===== src/rtl/host_frame_receiver_pkg.sv =====
// Shared definitions for the host command frame format.
// The downstream transmitter framer builds its frames from these same constants.
package host_frame_receiver_pkg;

    // Receiver parse states.
    typedef enum logic [2:0] {
        StHunt,
        StCtrl,
        StData,
        StCheck,
        StDeliver,
        StHold
    } rxState_t;

    localparam int unsigned FRAME_DATA_BYTES = 4;
    localparam int unsigned FRAME_IDX_W      = $clog2(FRAME_DATA_BYTES);

    localparam logic [7:0] DEFAULT_SYNC_BYTE = 8'hA5;

    // Byte positions within a frame: SYNC, control, data MSB..LSB, checksum.
    localparam int unsigned FRAME_POS_SYNC = 0;
    localparam int unsigned FRAME_POS_CTRL = 1;
    localparam int unsigned FRAME_POS_DATA = 2;
    localparam int unsigned FRAME_POS_CHK  = FRAME_POS_DATA + FRAME_DATA_BYTES;
    localparam int unsigned FRAME_LEN      = FRAME_POS_CHK + 1;

    // Checksum is the XOR of control and all data bytes; SYNC is excluded.
    function automatic logic [7:0] frameChecksum(input logic [7:0]  ctrl,
                                                 input logic [31:0] data);
        return ctrl ^ data[31:24] ^ data[23:16] ^ data[15:8] ^ data[7:0];
    endfunction

endpackage


===== src/rtl/host_frame_receiver_rx_timeout_timer.sv =====
// Inter-byte idle timer for a frame in progress.
// expired is a single-cycle pulse; a kick in the same cycle suppresses it.
module rx_timeout_timer #(
    parameter int unsigned TIMEOUT_CYCLES = 100000
) (
    input  logic masterClock,
    input  logic reset,
    input  logic enable,
    input  logic kick,
    output logic expired
);

    localparam int unsigned CNT_W = (TIMEOUT_CYCLES > 1) ? $clog2(TIMEOUT_CYCLES) : 1;
    localparam logic [CNT_W-1:0] LAST_COUNT = CNT_W'(TIMEOUT_CYCLES - 1);

    logic [CNT_W-1:0] count_q;
    logic [CNT_W-1:0] count_d;

    // Expiry fires only while armed and with no byte arriving this cycle.
    always_comb begin
        expired = enable && !kick && (count_q == LAST_COUNT);
    end

    // Count idle cycles; restart on any byte, when disarmed, or after expiry.
    always_comb begin
        count_d = count_q + CNT_W'(1);
        if (!enable || kick || expired) begin
            count_d = '0;
        end
    end

    // Counter register.
    always_ff @(posedge masterClock or negedge reset) begin
        if (!reset) begin
            count_q <= '0;
        end else begin
            count_q <= count_d;
        end
    end

endmodule


===== src/rtl/host_frame_receiver.sv =====
// Parses the UART host byte stream into command frames and hands each valid
// frame to the process with a dataReceived / clearDR handshake.
// Bad checksums, inter-byte timeouts and overruns are dropped and counted.
module host_frame_receiver
    import host_frame_receiver_pkg::*;
#(
    parameter logic [7:0]  SYNC_BYTE      = DEFAULT_SYNC_BYTE,
    parameter int unsigned TIMEOUT_CYCLES = 100000,
    parameter int unsigned ERR_CNT_W      = 8
) (
    input  logic                 masterClock,
    input  logic                 reset,
    input  logic                 rxValid,
    input  logic [7:0]           rxByte,
    input  logic                 clearDR,
    output logic                 dataReceived,
    output logic [7:0]           control,
    output logic [31:0]          inputData,
    output logic                 frameError,
    output logic [ERR_CNT_W-1:0] chkErrCount,
    output logic [ERR_CNT_W-1:0] timeoutCount,
    output logic [ERR_CNT_W-1:0] overrunCount
);

    rxState_t               state_q, state_d;
    logic [7:0]             ctrlShadow_q, ctrlShadow_d;
    logic [31:0]            dataShadow_q, dataShadow_d;
    logic [7:0]             chk_q, chk_d;
    logic [FRAME_IDX_W-1:0] idx_q, idx_d;

    logic                   dataReceived_q, dataReceived_d;
    logic [7:0]             control_q, control_d;
    logic [31:0]            inputData_q, inputData_d;
    logic                   frameError_q, frameError_d;
    logic [ERR_CNT_W-1:0]   chkErrCount_q, chkErrCount_d;
    logic [ERR_CNT_W-1:0]   timeoutCount_q, timeoutCount_d;
    logic [ERR_CNT_W-1:0]   overrunCount_q, overrunCount_d;

    logic                   timerEnable;
    logic                   timerExpired;
    logic                   incChk, incTimeout, incOverrun;

    // Timer is armed only while a frame is partially received.
    always_comb begin
        timerEnable = (state_q == StCtrl) || (state_q == StData) || (state_q == StCheck);
    end

    rx_timeout_timer #(
        .TIMEOUT_CYCLES(TIMEOUT_CYCLES)
    ) u_rx_timeout_timer (
        .masterClock(masterClock),
        .reset      (reset),
        .enable     (timerEnable),
        .kick       (rxValid),
        .expired    (timerExpired)
    );

    // Frame parser next-state and error classification.
    always_comb begin
        state_d        = state_q;
        ctrlShadow_d   = ctrlShadow_q;
        dataShadow_d   = dataShadow_q;
        chk_d          = chk_q;
        idx_d          = idx_q;
        dataReceived_d = dataReceived_q;
        control_d      = control_q;
        inputData_d    = inputData_q;
        incChk         = 1'b0;
        incTimeout     = 1'b0;
        incOverrun     = 1'b0;

        unique case (state_q)
            StHunt: begin
                if (rxValid && (rxByte == SYNC_BYTE)) begin
                    state_d      = StCtrl;
                    chk_d        = '0;
                    ctrlShadow_d = '0;
                    dataShadow_d = '0;
                end
            end
            StCtrl: begin
                if (rxValid) begin
                    ctrlShadow_d = rxByte;
                    chk_d        = rxByte;
                    idx_d        = '0;
                    state_d      = StData;
                end else if (timerExpired) begin
                    incTimeout = 1'b1;
                    state_d    = StHunt;
                end
            end
            StData: begin
                if (rxValid) begin
                    dataShadow_d = {dataShadow_q[23:0], rxByte};
                    chk_d        = chk_q ^ rxByte;
                    idx_d        = idx_q + FRAME_IDX_W'(1);
                    if (idx_q == FRAME_IDX_W'(FRAME_DATA_BYTES - 1)) begin
                        state_d = StCheck;
                    end
                end else if (timerExpired) begin
                    incTimeout = 1'b1;
                    state_d    = StHunt;
                end
            end
            StCheck: begin
                if (rxValid) begin
                    if (rxByte == chk_q) begin
                        control_d   = ctrlShadow_q;
                        inputData_d = dataShadow_q;
                        state_d     = StDeliver;
                    end else begin
                        incChk  = 1'b1;
                        state_d = StHunt;
                    end
                end else if (timerExpired) begin
                    incTimeout = 1'b1;
                    state_d    = StHunt;
                end
            end
            StDeliver: begin
                incOverrun = rxValid;
                // Wait for the process to release its previous clear first.
                if (!clearDR) begin
                    dataReceived_d = 1'b1;
                    state_d        = StHold;
                end
            end
            StHold: begin
                incOverrun = rxValid;
                if (clearDR) begin
                    dataReceived_d = 1'b0;
                    state_d        = StHunt;
                end
            end
            default: begin
                state_d = StHunt;
            end
        endcase
    end

    // Saturating error counters and the shared error pulse.
    always_comb begin
        chkErrCount_d  = chkErrCount_q;
        timeoutCount_d = timeoutCount_q;
        overrunCount_d = overrunCount_q;
        frameError_d   = incChk || incTimeout || incOverrun;
        if (incChk && (chkErrCount_q != '1)) begin
            chkErrCount_d = chkErrCount_q + ERR_CNT_W'(1);
        end
        if (incTimeout && (timeoutCount_q != '1)) begin
            timeoutCount_d = timeoutCount_q + ERR_CNT_W'(1);
        end
        if (incOverrun && (overrunCount_q != '1)) begin
            overrunCount_d = overrunCount_q + ERR_CNT_W'(1);
        end
    end

    // State, shadow and output registers.
    always_ff @(posedge masterClock or negedge reset) begin
        if (!reset) begin
            state_q        <= StHunt;
            ctrlShadow_q   <= '0;
            dataShadow_q   <= '0;
            chk_q          <= '0;
            idx_q          <= '0;
            dataReceived_q <= 1'b0;
            control_q      <= '0;
            inputData_q    <= '0;
            frameError_q   <= 1'b0;
            chkErrCount_q  <= '0;
            timeoutCount_q <= '0;
            overrunCount_q <= '0;
        end else begin
            state_q        <= state_d;
            ctrlShadow_q   <= ctrlShadow_d;
            dataShadow_q   <= dataShadow_d;
            chk_q          <= chk_d;
            idx_q          <= idx_d;
            dataReceived_q <= dataReceived_d;
            control_q      <= control_d;
            inputData_q    <= inputData_d;
            frameError_q   <= frameError_d;
            chkErrCount_q  <= chkErrCount_d;
            timeoutCount_q <= timeoutCount_d;
            overrunCount_q <= overrunCount_d;
        end
    end

    assign dataReceived = dataReceived_q;
    assign control      = control_q;
    assign inputData    = inputData_q;
    assign frameError   = frameError_q;
    assign chkErrCount  = chkErrCount_q;
    assign timeoutCount = timeoutCount_q;
    assign overrunCount = overrunCount_q;

endmodule


===== config.mk =====
export PLATFORM = sky130hd
export DESIGN_NAME = host_frame_receiver
export DESIGN_NICKNAME = d
export VERILOG_FILES = /design/src/rtl/host_frame_receiver_pkg.sv /design/src/rtl/host_frame_receiver_rx_timeout_timer.sv /design/src/rtl/host_frame_receiver.sv
export SDC_FILE = /design/constraint.sdc
export NUM_CORES = 1
export LEC_CHECK = 0
export BUFFER_PORTS_ARGS = -buffer_cell sky130_fd_sc_hd__buf_2
export CAP_MARGIN = 20
export CORE_ASPECT_RATIO = 2
export CORE_MARGIN = 2
export CORE_UTILIZATION = 50
export DETAILED_ROUTE_END_ITERATION = 10
export PLACE_DENSITY = 0.77
export SLEW_MARGIN = 10
export SYNTH_ARGS = -nofsm -noshare
export SYNTH_HDL_FRONTEND = slang
export SYNTH_SLANG_ARGS = --single-unit

===== constraint.sdc =====
create_clock -name masterClock -period 2 [get_ports masterClock]
set_input_delay 0.4 -clock masterClock [delete_from_list [all_inputs] [get_ports masterClock]]
set_output_delay 0.4 -clock masterClock [all_outputs]
set_load 0.02 [all_outputs]

* Word level (Yosys, flattened, before mapping)
Index checks and enable logic that the tools add are counted.
** Word-level totals
- Logic and storage cells :: 98
- Output and inout bits :: 66
- Memories kept :: 0
- Bits in registers :: 136
- Input port bits :: 12
- Bits in writable memories :: 0
- Bits in latches :: 0
- Memory bits (read-only) :: 0
** Cells by class
- Magnitude comparators :: 0
- Add/subtract/negate cells :: 5
- Reduce and logical (&&, ||, !) cells :: 29
- Bitwise logic cells :: 1
- $mul :: 0
- Equality and inequality tests :: 18
- Muxes and demuxes :: 32
- Divide/modulo/power cells :: 0
- Shift operators :: 0
** Operator list (number)
- $mux W32 :: 2
- $pmux W32 S2 :: 1
- $mux W3 :: 9
- $add A8 B1 Y8 const B :: 3
- $mux W8 :: 3
- $ne A8 B8 Y1 const B :: 3
- $pmux W8 S3 :: 1
- $pmux W3 S6 :: 1
- $add A17 B1 Y17 const B :: 1
- $eq A17 B17 Y1 const B :: 1
- $mux W17 :: 1
- $pmux W8 S2 :: 1
- $reduce_and A3 Y1 :: 5
- $ne A2 B2 Y1 const B :: 5
- $mux W1 :: 9
- $eq A8 B8 Y1 :: 1
- $eq A8 B8 Y1 const B :: 1
- $reduce_and A4 Y1 :: 2
- $reduce_bool A2 Y1 :: 4
- $xor A8 B8 Y8 :: 1
- $eq A3 B2 Y1 const B :: 2
- $eq A3 B3 Y1 const B :: 2
- $logic_and A1 B1 Y1 :: 6
- $logic_or A1 B1 Y1 :: 6
- other kinds (12) :: 14

* Depth between registers and ports, before layout
- Depth in word-level cells :: 10
- Mapped depth :: 7
- Mapped depth without buffers :: 6

* By module
Synthesis repeated with hierarchy kept, for this count alone.
** Unflattened totals
- Cells, all modules :: 468
- Area, all modules :: 5859.4 um^2
** By module, submodules not included
- host_frame_receiver :: sequential area each 2977.9 um^2, area each 4998.5 um^2, cells an instance 379, times used 1
- rx_timeout_timer :: sequential area each 425.4 um^2, area each 860.8 um^2, cells an instance 89, times used 1

* Least setup slack after synthesis
Ideal clock, no wire load.
- Path type :: register -> register
- Start :: reg u_rx_timeout_timer.count_q[0]
- End :: reg timeoutCount_q[1] (netlist: timeoutCount[1])
- Period minus slack after synthesis :: 1856 ps
- Stages on the path, launching flop included :: 7
- Path slack :: 144 ps
- Buffers on the path :: 0
- Data required time :: 1872 ps
- Library setup time :: 128 ps
- Arrival time :: 1729 ps
- Cell sequence :: dfrtp_1 > ha_1 > and4_1 > nand4_2 > or2_4 > nor2_4 > mux2_1
** On the way
- Word-level cells in the longest chain between the ends :: 6
** Ends and longest elaborated chain
- start: declaration :: RTL line host_frame_receiver_rx_timeout_timer.sv:16 : logic [CNT_W-1:0] count_q;
- start signal: assignment :: RTL line host_frame_receiver_rx_timeout_timer.sv:37 : count_q <= count_d;
- $eq A17 B17 Y1 :: RTL line host_frame_receiver_rx_timeout_timer.sv:21 : expired = enable && !kick && (count_q == LAST_COUNT);
- $logic_and A1 B1 Y1 :: RTL line host_frame_receiver_rx_timeout_timer.sv:21
- $mux W1 :: RTL line host_frame_receiver.sv:87, host_frame_receiver.sv:100, host_frame_receiver.sv:115
- $mux W1 :: RTL line host_frame_receiver.sv:106 : if (rxValid) begin
- $mux W1
- $logic_and A1 B1 Y1 :: RTL line host_frame_receiver.sv:150 : if (incTimeout && (timeoutCount_q != '1)) begin
- end signal: assignment :: RTL line host_frame_receiver.sv:184 : timeoutCount_q <= timeoutCount_d;
- end: declaration :: RTL line host_frame_receiver.sv:36 : logic [ERR_CNT_W-1:0] timeoutCount_q, timeoutCount_d;
No other way between the ends.
A chain may end at the register's enable or synchronous reset.

* Worst setup path after layout
- Start :: reg chk_q[7]
- End :: reg inputData_q[22] (netlist: inputData[22])
** On the way
- Word-level cells in the longest chain between the ends :: 2
** Ends and longest elaborated chain
- start: declaration :: RTL line host_frame_receiver.sv:28 : logic [7:0] chk_q, chk_d;
- start signal: assignment :: RTL line host_frame_receiver.sv:177 : chk_q <= chk_d;
- $eq A8 B8 Y1 :: RTL line host_frame_receiver.sv:107 : if (rxByte == chk_q) begin
- $reduce_and A3 Y1 (no line)
- end signal: assignment :: RTL line host_frame_receiver.sv:181 : inputData_q <= inputData_d;
- end: declaration :: RTL line host_frame_receiver.sv:33 : logic [31:0] inputData_q, inputData_d;
No other way between the ends.

==> metrics.md <==
| Metric | Value |
|---|---|
| Worst Tran Pin Value | 0.532 ns |
| CTS Root Cell | clkbuf_16 |
| Sw frac | 0.323 |
| Seq/Total Area, Yosys | 0.577 |
| # rows | 56 |
| Post-Synth Adder-Cell Area | 0.0106 |
| Largest net degree at the start of global routing | 40 |
| Final setup violation count | 0 |
| Largest family of logic cells by synthesized area | simple AND/OR/NAND/NOR gates |
| Type of the most critical hold path | primary input to flop |
| Die height | 158 microns |
| Worst reg-to-reg path cell count | 5 |
| Vias/cell | 5.60 |
| Data required time at the worst endpoint | 2.30 ns |
| Synth Area in XOR/XNOR | 0.0639 |
| Grt peak-use layer | met2 |
| Outcome | finished, final reports clean |
| Final wirelength | 13.3 mm |
| Slowest-stage cell, CP | dfrtp_1 |
| Port Buf Inserts | 77 |
| Total GRT Usage | 0.224 |
| Remaining Overflow, GRT | 0 |
| Area of the multi-input gates | 2360 sq um |
| Max FO, Critical Path | 23 |
| Met2 Use GR | 0.405 |
| Register bit total from synthesis | 136 |
| Fmax | 514 MHz |
| Syn Inst Count | 501 |
| Critical path arrival | 2.24 ns |
| Startpoint types | flop |
| Deepest clock path buffer count | 2 |
| CP startpoint | chk_q[7] |
| Mapped Nets | 518 |
| Comb pwr share | 0.212 |
| Reg2reg start | chk_q[7] |
| Num ports | 78 |
| Synth Flop Type | dfrtp_1 |
| Mapped Avg Cell Area | 11.8 sq um |
| Post-DRT Antenna Nets | 0 |
| Asr flop ratio synth | 1.00 |
| Storage element area | 3400 sq um |
| Reg2reg end | inputData[22] |
| Int Pwr | 5.87 mW |
| Gpl congestion | 0.857 |
| Worst-case setup slack after placement | -0.128 ns |
| Ant. Diodes | 0 |
| DIE WIDTH | 80.8 microns |
| Worst vdd ir | 0.718 mV |
| Hpwl dp | 9.39 mm |
| RSZ-0062 raised after global routing | false |
| Internal reg-to-reg setup slack | 0.05 ns |
| Post-Syn Area | 5900 sq um |
| Setup Crit Path Kind | flop to flop |
| Post-layout min period | 1.95 ns |
| Pwr per Cell Area | 1190 nW/um^2 |
| Crit. path cell count | 5 |
| H-Tree Level Count | 4 |
| Drt first pass iters | 4 |
| Worst Path Buf+Inv | 1 |
| Max Cap Viol | 0 |
| First-pass GRT wire length | 21.7 mm |
| Latest clock arrival within the worst-skew pair | 0.41 ns |
| Endpoints failing hold | 0 |
| # DRC | 0 |
| Clock slew at reported path FFs | 0.06 ns |
| Post-synth EDFFs | 0 |
| Layout area overhead | 23.5% |
| Slew Limit Fails | 0 |
| Number of global-route vias before repair | 4,448 |
| Crit path max-delay family | simple AND/OR/NAND/NOR gates |
| Slew HR | 0.646 |
| Commonest non-fill, non-tap cell in the layout | dfrtp_1 |
| Post-synthesis cell type count | 49 |
| Placed cell area | 6680 sq um |
| Period utilisation layout | 0.973 |
| Global routing usage on met1 | 0.245 |
| CP max stage delay | 0.40 ns |
| Drt initial violations | 228 |
| Share of cells above drive strength 1 | 0.316 |
| Clock skew | 0.00737 ns |
| Post-layout net count | 628 |
| Leakage | 3.69 nW |
| Final WS setup | 0.0535 ns |
| Die area | 12,700 sq um |
| Synth Area in Simple Gates | 0.149 |
| Critical Path End | inputData[22] |
| # fillers | 934 |
| Initial antenna violation count | 0 |
| Yosys warns | 0 |
| Most frequent cells in the layout | 136 x dfrtp_1, 76 x buf_2, 50 x nand2_1 |
| P_sw | 2.80 mW |
| Part of the power in registers | 0.437 |
| Synth Area in Compound Gates | 0.0880 |
| Vias | 4,306 |
| Placeable Area | 11,600 sq um |
| GRT met3 Usage | 0.0439 |
| Final instance area | 7280 sq um |
| CTS tree | done |
| Clock sink count | 136 |
| Initial Util | 0.507 |
| Clk pwr share | 0.352 |
| Post-synthesis mux area share | 0.0857 |
| CP cell instances | xor2_1 -> nor4_1 -> and3_2 -> buf_12 -> mux2_2 |
| Setup Buffers After CTS | 0 |
| CTS Buf Count | 17 |
| DR WL/cell | 17.2 microns |
| Critical path capture point type | flop |
| Hold Crit Start | clearDR |
-- logic make-up (layout without fill, tap and decap cells) --
logic type      Yosys count  in the layout
xor+xnor                 43             43
flops                   136            136
buf+inv                  25            148
compound gates           76             76
mux                      45             45
simple gates            171            171
fa+ha+maj                 5              5
-- layout make-up --
class / count / share of cell area
sequential: 136 / 0.467
multi-input combinational: 340 / 0.325
timing repair buffer: 111 / 0.101
clock buffer: 17 / 0.0584
tap: 145 / 0.0249
clock inverter: 15 / 0.0216
inverter: 5 / 0.00258
-- repair_timing --
| action | 4_1_cts | 5_1_grt |
|---|---|---|
| cloned | 0 | 0 |
| hold buffers | 1 | 0 |
| resized for setup | 2 | 2 |
| setup endpoints to repair | 16 | 18 |
| hold endpoints to repair | 35 | 0 |
-- stage by stage --
step           hold WS [ns]  instances  total power [mW]  TNS (ns)   util
4_1_cts               0.287        769              8.75         0  0.626
5_1_grt               0.315        769              9.12         0  0.626
3_3_place_gp          0.400        736              5.50     -3.29  0.574
6_report              0.303        769              8.68         0  0.626
2_1_floorplan         0.104        501              4.90         0      -
3_5_place_dp          0.406        736              5.65     -4.62  0.574
-- how the worst min path moves through the flow --
stage                     cells after the start        endpoint
after floorplan                               0  chkErrCount[0]
after global placement                        1   inputData[30]
after detailed placement                      1   inputData[30]
after CTS                                     4    dataReceived
after global routing                          4    dataReceived
final                                         4    dataReceived
-- sequential cells by signal, indices dropped and copies added, names as in the netlist --
register and flops:
u_rx_timeout_timer.count_q 17, control 8, chk_q 8, dataShadow_q 32, state_q 3, overrunCount 8
idx_q 2, chkErrCount 8, dataReceived 1, ctrlShadow_q 8, frameError 1, timeoutCount 8
inputData 32
-- tightest hold or removal path, cell delays in order --
cell and delay (ns):
buf_2 0.11, nand2_1 0.05, nand2_1 0.04, o21ai_0 0.07
-- synthesized netlist by cell type (all sizes together) (2+ instances only) --
| master | instances | area share |
|---|---|---|
| nand2 | 50 | 0.032 |
| nor2b | 5 | 0.0053 |
| and4 | 2 | 0.0030 |
| inv | 5 | 0.0032 |
| mux2 | 44 | 0.084 |
| or2 | 2 | 0.0025 |
| nor4 | 8 | 0.011 |
| nor3b | 2 | 0.0034 |
| nand2b | 4 | 0.0042 |
| nor2 | 44 | 0.029 |
| nand4 | 10 | 0.012 |
| xor2 | 31 | 0.046 |
| ha | 5 | 0.011 |
| xnor2 | 12 | 0.018 |
| clkbuf | 6 | 0.0040 |
| a22o | 32 | 0.048 |
| and3 | 9 | 0.0095 |
| and2 | 2 | 0.0021 |
| a21oi | 5 | 0.0042 |
| o21ai | 30 | 0.025 |
| buf | 14 | 0.018 |
| nand3 | 18 | 0.015 |
| dfrtp | 136 | 0.58 |
| a31oi | 4 | 0.0042 |
| nor3 | 8 | 0.0087 |
-- per-layer routing --
metal | vias to the layer above | part of all wire
met5 | - | 0
met4 | 0 | 0.030
met3 | 30 | 0.038
met2 | 119 | 0.55
met1 | 2170 | 0.38
li1 | 1987 | -
-- power groups by stage --
stage	logic, mW	registers (mW)	clock network (mW)
6_report	1.84	3.79	3.05
5_1_grt	2.04	3.86	3.23
4_1_cts	1.85	3.79	3.11
3_5_place_dp	1.81	3.83	0
3_3_place_gp	1.72	3.78	0
2_1_floorplan	1.15	3.75	0
No activity file was read; power rests on OpenSTA's default activity.
